==> config.mk <==
export PLATFORM = sky130hd
export DESIGN_NAME = product_accumulator
export DESIGN_NICKNAME = d
export VERILOG_FILES = /design/src/rtl/product_accumulator.sv
export SDC_FILE = /design/constraint.sdc
export NUM_CORES = 1
export LEC_CHECK = 0
export ABC_CLOCK_PERIOD_IN_PS = 7200
export CAP_MARGIN = 20
export CELL_PAD_IN_SITES_DETAIL_PLACEMENT = 1
export CELL_PAD_IN_SITES_GLOBAL_PLACEMENT = 1
export CORE_ASPECT_RATIO = 0.9
export CORE_MARGIN = 3
export CORE_UTILIZATION = 50
export DETAILED_ROUTE_END_ITERATION = 16
export DONT_BUFFER_PORTS = 1
export GPL_TIMING_DRIVEN = 0
export HOLD_SLACK_MARGIN = 0.05
export PLACE_DENSITY_LB_ADDON = 0.1
export SLEW_MARGIN = 20
export SYNTH_ARGS = -nofsm -noshare
export SYNTH_HDL_FRONTEND = slang
export SYNTH_SLANG_ARGS = --single-unit
==> constraint.sdc <==
create_clock -name clk -period 7.2 [get_ports clk]
set_clock_uncertainty 0.15 [all_clocks]
set_input_delay 0.72 -clock clk [delete_from_list [all_inputs] [get_ports clk]]
set_output_delay 0.72 -clock clk [all_outputs]
set_load 0.05 [all_outputs]
==> src/rtl/product_accumulator.sv <==
// Groups up to GROUP unsigned 16-bit products into one ACC_W-bit sum with a count and sticky overflow flag.
// Build option: define PRODUCT_ACC_SAT_EN to saturate the sum on overflow instead of wrapping.
module product_accumulator #(
    parameter int ACC_W = 24,
    parameter int GROUP = 8
) (
    input  logic             clk,
    input  logic             reset,
    input  logic             in_valid,
    output logic             in_ready,
    input  logic [15:0]      in_product,
    input  logic             flush,
    output logic             out_valid,
    input  logic             out_ready,
    output logic [ACC_W-1:0] out_sum,
    output logic [3:0]       out_cnt,
    output logic             out_ovf,
    output logic             o_dbg_state
);

    // Handshake: a transfer happens on a rising edge where valid and ready are both high,
    // on the input (in_valid/in_ready) and output (out_valid/out_ready) sides alike.

    localparam int SW = ACC_W + 1;

    typedef enum logic {
        ACCUM = 1'b0,
        HOLD  = 1'b1
    } state_t;

    state_t            r_state;
    state_t            w_state_next;
    logic [ACC_W-1:0]  r_acc;
    logic [3:0]        r_cnt;
    logic              r_ovf;
    logic [ACC_W-1:0]  r_out_sum;
    logic [3:0]        r_out_cnt;
    logic              r_out_ovf;

    logic              w_in_fire;
    logic [SW-1:0]     w_sum_wide;
    logic              w_carry;
    logic [ACC_W-1:0]  w_acc_add;
    logic [3:0]        w_cnt_add;
    logic              w_ovf_add;
    logic              w_group_full;
    logic              w_close_add;
    logic              w_close_cur;

    // In HOLD the input is only accepted while the pending result leaves, so nothing is lost.
    assign in_ready  = !reset && ((r_state == ACCUM) || out_ready);
    assign w_in_fire = in_valid && in_ready;
    assign out_valid = (r_state == HOLD);

    assign w_sum_wide   = {1'b0, r_acc} + SW'(in_product);
    assign w_carry      = w_sum_wide[ACC_W];
    assign w_cnt_add    = r_cnt + 4'd1;
    assign w_ovf_add    = r_ovf | w_carry;
    assign w_group_full = (w_cnt_add == 4'(GROUP));

`ifdef PRODUCT_ACC_SAT_EN
    // Once saturated, any further nonzero add carries again, so the sum stays pinned.
    assign w_acc_add = w_carry ? {ACC_W{1'b1}} : w_sum_wide[ACC_W-1:0];
`else
    assign w_acc_add = w_sum_wide[ACC_W-1:0];
`endif

    always_ff @(posedge clk or posedge reset) begin
        if (reset) begin
            r_state <= ACCUM;
        end else begin
            r_state <= w_state_next;
        end
    end

    always_comb begin
        w_state_next = r_state;
        w_close_add  = 1'b0;
        w_close_cur  = 1'b0;
        case (r_state)
            ACCUM: begin
                if (w_in_fire && (flush || w_group_full)) begin
                    w_close_add  = 1'b1;
                    w_state_next = HOLD;
                end else if (!w_in_fire && flush && (r_cnt != 4'd0)) begin
                    w_close_cur  = 1'b1;
                    w_state_next = HOLD;
                end
            end
            HOLD: begin
                if (out_ready) begin
                    w_state_next = ACCUM;
                end
            end
            default: w_state_next = ACCUM;
        endcase
    end

    // Accumulator is cleared on entry to HOLD so an accept on the exit cycle starts a fresh group.
    always_ff @(posedge clk or posedge reset) begin
        if (reset) begin
            r_acc     <= '0;
            r_cnt     <= '0;
            r_ovf     <= 1'b0;
            r_out_sum <= '0;
            r_out_cnt <= '0;
            r_out_ovf <= 1'b0;
        end else if (w_close_add) begin
            r_out_sum <= w_acc_add;
            r_out_cnt <= w_cnt_add;
            r_out_ovf <= w_ovf_add;
            r_acc     <= '0;
            r_cnt     <= '0;
            r_ovf     <= 1'b0;
        end else if (w_close_cur) begin
            r_out_sum <= r_acc;
            r_out_cnt <= r_cnt;
            r_out_ovf <= r_ovf;
            r_acc     <= '0;
            r_cnt     <= '0;
            r_ovf     <= 1'b0;
        end else if (w_in_fire && (r_state == ACCUM)) begin
            r_acc <= w_acc_add;
            r_cnt <= w_cnt_add;
            r_ovf <= w_ovf_add;
        end else if (w_in_fire && (r_state == HOLD)) begin
            r_acc <= ACC_W'(in_product);
            r_cnt <= 4'd1;
            r_ovf <= 1'b0;
        end
    end

    assign out_sum     = r_out_sum;
    assign out_cnt     = r_out_cnt;
    assign out_ovf     = r_out_ovf;
    assign o_dbg_state = r_state;

endmodule

==> results by group <==
Yosys
  – Post-synth ARST share: 100%
  – Synth warnings: 0
  – #FFs+latches synth: 59
  – Primary FF master, synth: dfrtp_1
  – Cells after Synth: 420
  – Top cells by area, synth: dfrtp_1 (40%), ha_1 (6.0%), nand2_1 (5.7%)
  – Yosys top cell area share: 39.7%
  – Cell taking the most area after synthesis: dfrtp_1
  – Sequential cell area fraction in the yosys report: 39.7%
  – Post-synth EDFFs: 0
  – Syn_area_per_cell: about 9 um2
  – Syn_nets: 460
  – Synth cell types: 59
  – Post-Syn Area: ~3700 um2

Global route
  – Largest net degree at the start of global routing: 31
  – Global-route wire length before repair: 18,900 um
  – Congestion Overflow GR: 0
  – Initial antenna violation count: 0
  – GRT Total Usage: 28.8%
  – Number of global-route vias before repair: 3,558

Power and ir drop
  – Clock network fraction of total power: 17.5%
  – Leakage power: 1.84 nW
  – Cell area power density: 480 nW/um2
  – Net Sw Power: 1.01 mW
  – Final Power: 1.96 mW
  – Worst vdd ir: 0.000271 V
  – Sequential share of power: between 30% and 40%
  – Sw Share: 51.3%
  – Comb power frac: between 40% and 50%
  – Int Power: 0.955 mW

Setup path
  – Data arrival time of the critical path: 2370 ps
  – Worst setup path class: flip-flop to output pin
  – Startpoint Class: flip-flop
  – CP cell instances: buf_2 > inv_2 > buf_2 > nor2_1 > nor2_1
  – CP max stage delay: 680 ps
  – Worst setup EP type: output pin
  – Worst Path Max Fanout: 10
  – Cell family with the largest share of critical-path delay: simple AND/OR/NAND/NOR gates
  – Worst EP required: 6330 ps
  – Register-to-Register Path Depth: 9
  – CP max stage cell: nor2_1
  – Buf/Inv on CP: 3
  – Crit path depth: 5

Cells and area
  – Antenna Cells: 0
  – Fill count: 830
  – Share of cells above drive strength 1: 10.5%
  – Core Util, Final: 57.1%
  – Area growth, synth to finish: 9.61%
  – Fin nets: 472

Die
  – CORE AREA: 7150 um2
  – Die outline height: 87.9 um
  – Initial Util: a little over half
  – Row cnt: 29
  – Horiz. Die Dim: 97.0 um
  – Ports: 53
  – Die Area: 8520 um2

Clock network
  – Post-CTS Hold Fix Bufs: 0
  – Worst-Skew Late Latency: 350 ps
  – Clock Tree Buf Depth: 2
  – Num CTS Buffers: 9
  – Post-CTS Setup Bufs: 0
  – Clk slew on worst S/H paths: 70 ps
  – H-Tree Depth: 3
  – Clock tree sinks: between 50 and 60
  – Root buffer cell: clkbuf_8
  – CTS tree: done
  – Post-CTS sizing: 0

STA
  – Hold_ws: 85.8 ps
  – Worst slew margin: 40.9%
  – RSZ-0062 raised after global routing: false
  – FMAX: 308 MHz
  – Fin worst setup slack: 3960 ps
  – Tmin final: 3240 ps
  – Final setup viols: 0
  – Least-Margin Pin Slew: 883 ps
  – Tcrit/Tclk final: 45.0%
  – Hold violation count in the final report: 0
  – Count of pins over their slew limit: 0
  – Setup_tns: 0 ps

Drt
  – Drt drc: 0
  – WL per Instance: 22.4 um
  – Iter 0 DRT Violations: about 150
  – Vias: 3,365
  – DRT Wirelength: 11,800 um
  – Via-to-Cell Ratio: about 6.3
  – TritonRoute pass-1 iters: 4
  – DRT antenna net count: 0

Placed design
  – PortBufs: 0
  – DP HPWL: 8380 um
  – Pre-CTS setup slack: 4190 ps
  – RePlAce Congestion: about 0.9

Run status
  – Run status: completed

Hold path
  – Hold Path Class: primary input to async pin

Job
  – Max cap viols: 0
==> cell type report <==
| cell class | count | area [um2] | share of cell area (%) |
|---|---|---|---|
| Tap cell | 93 | 116 | 2.85 |
| Clock buffer | 12 | 145 | 3.56 |
| Inverter | 11 | 43.8 | 1.07 |
| Clock inverter | 4 | 73.8 | 1.81 |
| Multi-Input combinational cell | 331 | 2120 | 51.9 |
| Timing Repair Buffer | 1 | 20.0 | 0.490 |
| Sequential cell | 59 | 1480 | 36.2 |
| Buffer | 19 | 87.6 | 2.15 |
==> cells in the mapped netlist (2+ instances only) <==
| cell type | instances |
|---|---|
| dfrtp_1 | 59 |
| nand2_1 | 57 |
| a21oi_1 | 38 |
| o21ai_0 | 36 |
| nor2_1 | 28 |
| ha_1 | 18 |
| a21o_1 | 12 |
| nand3_1 | 12 |
| xnor2_1 | 12 |
| a22oi_1 | 11 |
| buf_2 | 10 |
| inv_1 | 10 |
| o21ai_1 | 9 |
| a211oi_1 | 7 |
| a31oi_1 | 7 |
| and3_1 | 6 |
| clkbuf_1 | 6 |
| nand2b_1 | 6 |
| or3_1 | 6 |
| xor2_1 | 6 |
| o211ai_1 | 5 |
| mux2i_1 | 4 |
| o211ai_2 | 4 |
| o22ai_1 | 4 |
| a221o_1 | 3 |
| nor3_1 | 3 |
| o21a_1 | 3 |
| a21oi_4 | 2 |
| and2_1 | 2 |
| buf_1 | 2 |
| nand4_1 | 2 |
| nor2b_1 | 2 |
| o21bai_1 | 2 |
==> worst paths after layout <==
path | endpoint | slack [ps] | start
worst max-delay path | in_ready | 3960 | o_dbg_state
worst min-delay path | o_dbg_state | 90 | reset
worst max register to register | r_acc[22] | 4280 | o_dbg_state
worst min register to register | r_acc[11] | 360 | r_acc[11]
max in group asynchronous | r_acc[9] | 6310 | reset
min in group clk | r_acc[11] | 360 | r_acc[11]
==> layer usage <==
metal,part of all wire (%),up-vias,wire length (um),track usage [%]
met5,0,-,0,0
met2,46,123,5500,47.0
met3,9.0,21,1060,10.1
li1,-,1549,-,-
met1,43,1672,5070,36.1
met4,1.9,0,222,9.69
==> cells by family (layout without fill, tap and decap cells) <==
| family | Yosys count | count (layout) | synth area share [%] |
|---|---|---|---|
| AOI/OAI and AO/OA | 156 | 156 | 28.2 |
| and+or+nand+nor | 134 | 134 | 16.8 |
| DFF | 59 | 59 | 39.7 |
| buffers and inverters | 30 | 47 | 3.46 |
| adders and majority gates | 19 | 19 | 6.59 |
| xor gates and xnor gates | 18 | 18 | 4.23 |
| muxes | 4 | 4 | 1.08 |
==> registers in the layout, summed over array words and instances (netlist names) <==
register / flops
o_dbg_state: 1
out_cnt: 4
out_ovf: 1
out_sum: 24
r_acc: 24
r_cnt: 4
r_ovf: 1
==> cell usage in the layout (no fill, tap or decap), types with 2 or more instances in the layout <==
cell type  netlist  final
o211ai_2         4      4
o21bai_1         2      2
buf_2           10     10
a221o_1          3      3
o211ai_1         5      5
o22ai_1          4      4
inv_1           10      9
nand2b_1         6      6
ha_1            18     18
nor3_1           3      3
nand4_1          2      2
bufinv_16        0      2
o21ai_1          9      9
a21oi_4          2      2
nor2_1          28     28
clkbuf_1         6      8
a21oi_1         38     38
o21ai_0         36     36
o21a_1           3      3
nand2_1         57     57
buf_1            2      2
xnor2_1         12     12
or3_1            6      6
and3_1           6      6
nand3_1         12     12
a31oi_1          7      7
a22oi_1         11     11
a211oi_1         7      7
dfrtp_1         59     59
nor2b_1          2      2
mux2i_1          4      4
and2_1           2      2
a21o_1          12     12
xor2_1           6      6
clkbuf_8         0     10
==> power groups by stage <==
| stage | registers (mW) | logic [mW] | clock network (mW) |
|---|---|---|---|
| after global placement | 0.778 | 0.786 | 0 |
| final | 0.777 | 0.841 | 0.342 |
| after CTS | 0.778 | 0.835 | 0.348 |
| after floorplan | 0.755 | 0.632 | 0 |
| after detailed placement | 0.784 | 0.821 | 0 |
| after global routing | 0.794 | 0.929 | 0.361 |
==> metrics by stage <==
step | std cells | cell area [um2]
after global placement | 513 | 3840
after CTS | 530 | 4080
final | 530 | 4080
after global routing | 530 | 4080
after floorplan | 420 | 3720
after detailed placement | 514 | 3860
==> worst reg2reg max path, stage by stage (launching register included) <==
cell	delay [ps]
dfrtp_1	570
buf_2	310
inv_2	90
buf_2	260
nor2_1	110
nor2_1	540
nor2_1	220
buf_2	270
o21ai_0	180
o21ai_0	110
No activity file was read; power rests on OpenSTA's default activity.
